$ cat src/rtl/noc_router_pkg.sv
// Shared types and the route-table lookup helper for the virtual-channel lookup stage.
package noc_router_pkg;

  typedef enum logic [1:0] {LK_IDLE, LK_WORM, LK_DROP} lookup_state_t;

  // Widest flattened table / output set the helper can address.
  localparam int unsigned LK_MAX_TABLE   = 1024;
  localparam int unsigned LK_MAX_OUTPUTS = 64;

  // Entry d of a flattened table; destinations outside the table read as route 0.
  function automatic logic [LK_MAX_OUTPUTS-1:0] route_entry(
    input logic [LK_MAX_TABLE-1:0] tbl,
    input int unsigned             dest,
    input int unsigned             dests,
    input int unsigned             outputs
  );
    logic [LK_MAX_OUTPUTS-1:0] r;
    r = '0;
    if (dest < dests) begin
      r = LK_MAX_OUTPUTS'(tbl >> (dest * outputs));
      r = r & ~({LK_MAX_OUTPUTS{1'b1}} << outputs);
    end
    return r;
  endfunction

endpackage

$ cat src/rtl/noc_router_lookup_skid.sv
// Two-entry output skid buffer for one channel: registered in_ready, all-or-nothing multicast pop.
module noc_router_lookup_skid #(
  parameter int unsigned FLIT_WIDTH = 32,
  parameter int unsigned OUTPUTS    = 1
) (
  input  logic                  clk,
  input  logic                  rst,
  input  logic                  push,
  input  logic [FLIT_WIDTH-1:0] push_flit,
  input  logic                  push_last,
  input  logic [OUTPUTS-1:0]    push_sel,
  output logic                  in_ready,
  output logic [FLIT_WIDTH-1:0] out_flit,
  output logic                  out_last,
  output logic [OUTPUTS-1:0]    out_valid,
  input  logic [OUTPUTS-1:0]    out_ready
);

  logic [1:0]            count_q, count_d;
  logic [FLIT_WIDTH-1:0] head_flit_q, head_flit_d, tail_flit_q, tail_flit_d;
  logic                  head_last_q, head_last_d, tail_last_q, tail_last_d;
  logic [OUTPUTS-1:0]    head_sel_q, head_sel_d, tail_sel_q, tail_sel_d;
  logic                  ready_q, ready_d;
  logic                  nonempty, pop;

  assign nonempty = (count_q != 2'd0);
  // The head leaves only once every selected output is ready at the same time.
  assign pop      = nonempty && ((out_ready & head_sel_q) == head_sel_q);

  // NOTE: every always_comb output gets a default first, so no path can infer a latch.
  always_comb begin
    count_d     = count_q;
    head_flit_d = head_flit_q;
    head_last_d = head_last_q;
    head_sel_d  = head_sel_q;
    tail_flit_d = tail_flit_q;
    tail_last_d = tail_last_q;
    tail_sel_d  = tail_sel_q;
    if (pop) begin
      if (count_q == 2'd2) begin
        head_flit_d = tail_flit_q;
        head_last_d = tail_last_q;
        head_sel_d  = tail_sel_q;
      end
      count_d = count_q - 2'd1;
    end
    if (push) begin
      if (count_d == 2'd0) begin
        head_flit_d = push_flit;
        head_last_d = push_last;
        head_sel_d  = push_sel;
      end else begin
        tail_flit_d = push_flit;
        tail_last_d = push_last;
        tail_sel_d  = push_sel;
      end
      count_d = count_d + 2'd1;
    end
    ready_d = (count_d != 2'd2);
  end

  // NOTE: state uses non-blocking assignments so every flop samples pre-edge values.
  always_ff @(posedge clk) begin
    if (rst) begin
      count_q     <= 2'd0;
      ready_q     <= 1'b1;
      // NOTE: the entries are reset too, because out_flit must read 0 out of reset.
      head_flit_q <= '0;
      head_last_q <= 1'b0;
      head_sel_q  <= '0;
      tail_flit_q <= '0;
      tail_last_q <= 1'b0;
      tail_sel_q  <= '0;
    end else begin
      count_q     <= count_d;
      ready_q     <= ready_d;
      head_flit_q <= head_flit_d;
      head_last_q <= head_last_d;
      head_sel_q  <= head_sel_d;
      tail_flit_q <= tail_flit_d;
      tail_last_q <= tail_last_d;
      tail_sel_q  <= tail_sel_d;
    end
  end

  assign in_ready  = ready_q;
  assign out_flit  = head_flit_q;
  assign out_last  = head_last_q & nonempty;
  assign out_valid = head_sel_q & {OUTPUTS{nonempty}};

endmodule

$ cat src/rtl/noc_router_lookup_vchannel.sv
// Per-channel route lookup with worm hold, unroutable-worm drop and multicast skid output.
// Define NOC_LOOKUP_TABLE_WR_EN to make the route table writable through cfg_* ports.
module noc_router_lookup_vchannel
  import noc_router_pkg::*;
#(
  parameter int unsigned FLIT_WIDTH = 32,
  parameter int unsigned DEST_WIDTH = 5,
  parameter int unsigned DESTS      = 1,
  parameter int unsigned OUTPUTS    = 1,
  parameter int unsigned CHANNELS   = 1,
  parameter logic [DESTS*OUTPUTS-1:0] ROUTES = '0
) (
  input  logic                           clk,
  input  logic                           rst,
`ifdef NOC_LOOKUP_TABLE_WR_EN
  input  logic                           cfg_we,
  input  logic [DEST_WIDTH-1:0]          cfg_dest,
  input  logic [OUTPUTS-1:0]             cfg_route,
`endif
  input  logic [CHANNELS*FLIT_WIDTH-1:0] in_flit,
  input  logic [CHANNELS-1:0]            in_last,
  input  logic [CHANNELS-1:0]            in_valid,
  output logic [CHANNELS-1:0]            in_ready,
  output logic [CHANNELS*FLIT_WIDTH-1:0] out_flit,
  output logic [CHANNELS-1:0]            out_last,
  output logic [CHANNELS*OUTPUTS-1:0]    out_valid,
  input  logic [CHANNELS*OUTPUTS-1:0]    out_ready,
  output logic [CHANNELS-1:0]            drop
);

  logic [DESTS*OUTPUTS-1:0] route_table;

`ifdef NOC_LOOKUP_TABLE_WR_EN
  logic [DESTS*OUTPUTS-1:0] table_q, table_d;

  always_comb begin
    table_d = table_q;
    for (int unsigned d = 0; d < DESTS; d++) begin
      if (cfg_we && (32'(cfg_dest) == d)) table_d[d*OUTPUTS +: OUTPUTS] = cfg_route;
    end
  end

  always_ff @(posedge clk) begin
    if (rst) table_q <= ROUTES;
    else     table_q <= table_d;
  end

  // Lookups read the registered table, so a same-cycle write is seen by the next header only.
  assign route_table = table_q;
`else
  assign route_table = ROUTES;
`endif

  for (genvar c = 0; c < CHANNELS; c++) begin : g_ch
    lookup_state_t         state_q, state_d;
    logic [OUTPUTS-1:0]    worm_q, worm_d;
    logic                  drop_q, drop_d;
    logic [OUTPUTS-1:0]    route, push_sel;
    logic [DEST_WIDTH-1:0] dest;
    logic                  push, hs, ready;

    assign dest  = in_flit[c*FLIT_WIDTH + FLIT_WIDTH-1 -: DEST_WIDTH];
    assign route = OUTPUTS'(route_entry(LK_MAX_TABLE'(route_table), 32'(dest), DESTS, OUTPUTS));
    assign hs    = in_valid[c] & ready;

    always_comb begin
      state_d  = state_q;
      worm_d   = worm_q;
      drop_d   = 1'b0;
      push     = 1'b0;
      push_sel = '0;
      case (state_q)
        LK_IDLE: if (hs) begin
          if (route != '0) begin
            push     = 1'b1;
            push_sel = route;
            if (!in_last[c]) begin
              state_d = LK_WORM;
              worm_d  = route;
            end
          end else if (in_last[c]) begin
            drop_d = 1'b1;
          end else begin
            state_d = LK_DROP;
          end
        end
        LK_WORM: if (hs) begin
          push     = 1'b1;
          push_sel = worm_q;
          if (in_last[c]) state_d = LK_IDLE;
        end
        LK_DROP: if (hs && in_last[c]) begin
          drop_d  = 1'b1;
          state_d = LK_IDLE;
        end
        default: state_d = LK_IDLE;
      endcase
    end

    always_ff @(posedge clk) begin
      if (rst) begin
        state_q <= LK_IDLE;
        worm_q  <= '0;
        drop_q  <= 1'b0;
      end else begin
        state_q <= state_d;
        worm_q  <= worm_d;
        drop_q  <= drop_d;
      end
    end

    noc_router_lookup_skid #(
      .FLIT_WIDTH (FLIT_WIDTH),
      .OUTPUTS    (OUTPUTS)
    ) u_skid (
      .clk       (clk),
      .rst       (rst),
      .push      (push),
      .push_flit (in_flit[c*FLIT_WIDTH +: FLIT_WIDTH]),
      .push_last (in_last[c]),
      .push_sel  (push_sel),
      .in_ready  (ready),
      .out_flit  (out_flit[c*FLIT_WIDTH +: FLIT_WIDTH]),
      .out_last  (out_last[c]),
      .out_valid (out_valid[c*OUTPUTS +: OUTPUTS]),
      .out_ready (out_ready[c*OUTPUTS +: OUTPUTS])
    );

    assign in_ready[c] = ready;
    assign drop[c]     = drop_q;
  end

endmodule

$ cat config.mk
export PLATFORM = sky130hd
export DESIGN_NAME = noc_router_lookup_vchannel
export DESIGN_NICKNAME = d
export VERILOG_FILES = /design/src/rtl/noc_router_pkg.sv /design/src/rtl/noc_router_lookup_skid.sv /design/src/rtl/noc_router_lookup_vchannel.sv
export SDC_FILE = /design/constraint.sdc
export NUM_CORES = 1
export LEC_CHECK = 0
export CORE_MARGIN = 3
export CORE_UTILIZATION = 17
export DETAILED_ROUTE_END_ITERATION = 7
export GPL_TIMING_DRIVEN = 0
export HOLD_SLACK_MARGIN = 0.02
export PLACE_DENSITY = 0.76
export RECOVER_POWER = 100
export SYNTH_ARGS = -nofsm -noshare
export SYNTH_HDL_FRONTEND = slang
export SYNTH_SLANG_ARGS = --single-unit
$ cat constraint.sdc
create_clock -name clk -period 0.8 [get_ports clk]
set_input_delay 0.16 -clock clk [delete_from_list [all_inputs] [get_ports clk]]
set_output_delay 0.16 -clock clk [all_outputs]
set_load 0.02 [all_outputs]
==> impl_metrics.tcl <==
set metrics [dict create \
    status "finished with violations" \
    violations_in_the_final_reports "negative setup slack" \
    setup.worst_path.class "reg2out" \
    grt_first_pass_wirelength_um 703 \
    grt_start_max_net_pins 4 \
    cts.repair.resized 14 \
    postLayoutSetupSlackWorst_ns -0.02935 \
    numClockSinks 4 \
    fmax_ghz 1.206 \
    timing.rr.end "g_ch[0].u_skid.in_ready" \
    path_cells "buf_6" \
    grt_use_total_pct 3.582 \
    cts_buffers 3 \
    dpl_worst_slack_ns -0.2591 \
    postRouteWirelength_um 590 \
    worstSetupEndpointType "primary output" \
    finalSetupTns_ns -0.04852 \
    synthDistinctLibCells 7 \
    wl_per_cell_um 5.315 \
    worst_ir_drop_vdd_mv 0.6938 \
    synth-warning-count 0 \
    clock_tree.htree_level_count 1 \
    crit_path_max_incr_delay_ns 0.31 \
    clock_power_share_pct 33.1 \
    critPathBufInv 1 \
    grt_pass1_vias 167 \
    holdCritPathClass "reg2reg" \
    synth.top_cells.by_area "sky130_fd_sc_hd__buf_4 69%, sky130_fd_sc_hd__dfxtp_1 22%, sky130_fd_sc_hd__and4b_1 2.7%, sky130_fd_sc_hd__and3b_1 2.4%, sky130_fd_sc_hd__nor3b_1 2.0%" \
    synth_top_cells_by_count "34 x sky130_fd_sc_hd__buf_4, 4 x sky130_fd_sc_hd__dfxtp_1" \
    post_route_minimum_period_ns 0.8293 \
    timing.final.setup_violations 2 \
    switching_share_pct 33.51 \
    post_cts_buffers 0 \
    final_nets 123 \
    io_pins 73 \
    critical_path_peak_fanout 2 \
    clk_transition_reported_paths_ns 0.04 \
    postSynthRegisterBits 4 \
    gr-total-overflow 0 \
    route.antenna.remaining_nets 0 \
    p_switching_uw 251.8 \
    number_of_antenna_violations_at_the_first_check_in_global_routing 0 \
    setup_repair_after_global_routing_missed_its_margin "true" \
    port_buffers 5 \
    multiInputGateArea_um2 153.9 \
    dp_cells 108 \
    detailedRoute.firstIterationViolations 3 \
    worst_ep_arrival_time_ns 0.67 \
    worst-r2r-cell-count 2 \
    synth.cell_area_um2 369.1 \
    drc 0 \
    worstSetupStartpointType "flop" \
    initial_core_util_pct 18.44 \
    number_of_synthesized_flops_with_an_enable_pin 0 \
    die_height_um 52.60 \
    share_seq_of_total_power_pct 27.1 \
    hold_violations 0 \
    synth_area_leader_cell "sky130_fd_sc_hd__buf_4" \
    design.core.area_mm2 0.002002 \
    cts_root_buffer "sky130_fd_sc_hd__clkbuf_4" \
    async_reset_ff_share_pct 0 \
    min-delay-start "g_ch[0].u_skid.count_q[0]" \
    worst_r2r_startpoint "g_ch[0].u_skid.count_q[0]" \
    cap_viol_max_count 0 \
    dieWidth_um 52.60 \
    placementRows 16 \
    synthesis.instances 43 \
    synth.yosys.seq_area_share_pct 21.69 \
    reg2reg_slack_ns 0.15 \
    ys_dominant_reg_cell "sky130_fd_sc_hd__dfxtp_1" \
    latest_clock_arrival_within_the_worst_skew_pair_ns 0.23 \
    layout-drive-gt1-share_pct 48.81 \
    area_growth_syn_to_layout_pct 63.73 \
    postCtsHoldBufs 0 \
    worst_path_dominant_cell_family "flip-flops" \
    diodes 0 \
    slew_violations 0 \
    whs_path_depth 1 \
    timing.final.crit_share_pct 103.7 \
    pwr_density_cell_mw_per_mm2 1243 \
    die_area_mm2 0.002766 \
    synth_most_common_cell "sky130_fd_sc_hd__buf_4" \
    whs_endpoint "g_ch[0].u_skid.count_q[0]" \
    place_congestion 0.4836 \
    fin_cells 111 \
    share_of_the_core_filled_with_cells_pct 30.19 \
    slowest_stage "sky130_fd_sc_hd__dfxtp_2" \
    vias 258 \
    drt_pre_antenna_iters 2 \
    cts-root-to-sink-buffers 2 \
    p_comb_share_pct 39.8 \
    area.sequential_um2 82.58 \
    syn-mean-instance-area_um2 8.584 \
    cts_tree "done" \
    finClkSkew_ns 0.006012 \
    p_int_uw 499.5 \
    worstPathRequired_ns 0.64 \
    yosys.area.top_type_share_pct 69.15 \
    via_per_inst 2.324 \
    static-leakage-power_uw 0.0003806 \
    fillers 217 \
]
[metrics by stage]
| stage | hold WS [ns] | total power [uW] | area, um2 |
|---|---|---|---|
| 6_report | 0.4075 | 751.3 | 604.3 |
| 5_1_grt | 0.4456 | 798.3 | 604.3 |
| 4_1_cts | 0.4157 | 757.5 | 604.3 |
| 3_5_place_dp | 0.4107 | 496.0 | 576.8 |
| 3_3_place_gp | 0.3972 | 495.7 | 576.8 |
| 2_1_floorplan | 0.2358 | 476.7 | 493.0 |
[power groups by stage]
stage	combinational (uW)	clock, uW	sequential (uW)
6_report	299	249	204
5_1_grt	319	275	203
4_1_cts	291	263	204
2_1_floorplan	268	0	209
3_5_place_dp	290	0	206
3_3_place_gp	290	0	206
[how the worst max path moves through the flow]
| stage | startpoint | end | slack, ns | cells past startpoint |
|---|---|---|---|---|
| after floorplan | g_ch[0].u_skid.in_ready | drop | 0.13 | 1 |
| after global placement | g_ch[0].u_skid.in_ready | in_ready | -0.25 | 1 |
| after detailed placement | g_ch[0].u_skid.in_ready | in_ready | -0.26 | 1 |
| after CTS | g_ch[0].u_skid.in_ready | in_ready | -0.04 | 1 |
| after global routing | g_ch[0].u_skid.in_ready | in_ready | -0.05 | 1 |
| final | g_ch[0].u_skid.in_ready | in_ready | -0.03 | 1 |
[worst reg2reg max path: stages, from the launching register on]
cell                       delay [ns]
sky130_fd_sc_hd__dfxtp_1         0.31
sky130_fd_sc_hd__and3b_1         0.18
sky130_fd_sc_hd__clkinv_1        0.06
[registers in the layout, summed over array words and instances (netlist names)]
signal and cells:
g_ch.u_skid.count_q 2, drop 1, g_ch.u_skid.in_ready 1
[area by class of cell]
| type | instances | share of cell area, % |
|---|---|---|
| inverters | 1 | 0.6211 |
| repair buffers | 5 | 8.696 |
| plain buffers | 34 | 42.24 |
| well taps | 27 | 5.590 |
| clock buffers | 3 | 3.727 |
| multi-input cells | 37 | 25.47 |
| flip-flops and latches | 4 | 13.66 |
[cell usage in the layout, fill, tap and decap left out]
cell | synthesis | routed
sky130_fd_sc_hd__buf_4 | 34 | 34
sky130_fd_sc_hd__conb_1 | 1 | 34
sky130_fd_sc_hd__clkbuf_4 | 0 | 3
sky130_fd_sc_hd__clkdlybuf4s50_1 | 0 | 3
sky130_fd_sc_hd__dfxtp_2 | 0 | 2
sky130_fd_sc_hd__dfxtp_1 | 4 | 2
sky130_fd_sc_hd__buf_6 | 0 | 2
sky130_fd_sc_hd__and4b_1 | 1 | 1
sky130_fd_sc_hd__nor3b_1 | 1 | 1
sky130_fd_sc_hd__and3b_1 | 1 | 1
sky130_fd_sc_hd__clkinv_1 | 0 | 1
[layer usage]
| layer | up-vias | wire (um) | global-route usage [%] |
|---|---|---|---|
| met5 | - | 0 | 0 |
| met4 | 0 | 0 | 1.277 |
| met3 | 0 | 96 | 3.134 |
| met2 | 15 | 348 | 6.818 |
| met1 | 98 | 146 | 2.369 |
| li1 | 145 | - | - |
[cell families after synthesis]
family / count (synthesis) / synth area share [%]
buf+inv: 35 / 70.17
flops: 4 / 21.70
other cells: 1 / 1.016
simple gates: 3 / 7.120
No activity file was read; power rests on OpenSTA's default activity.
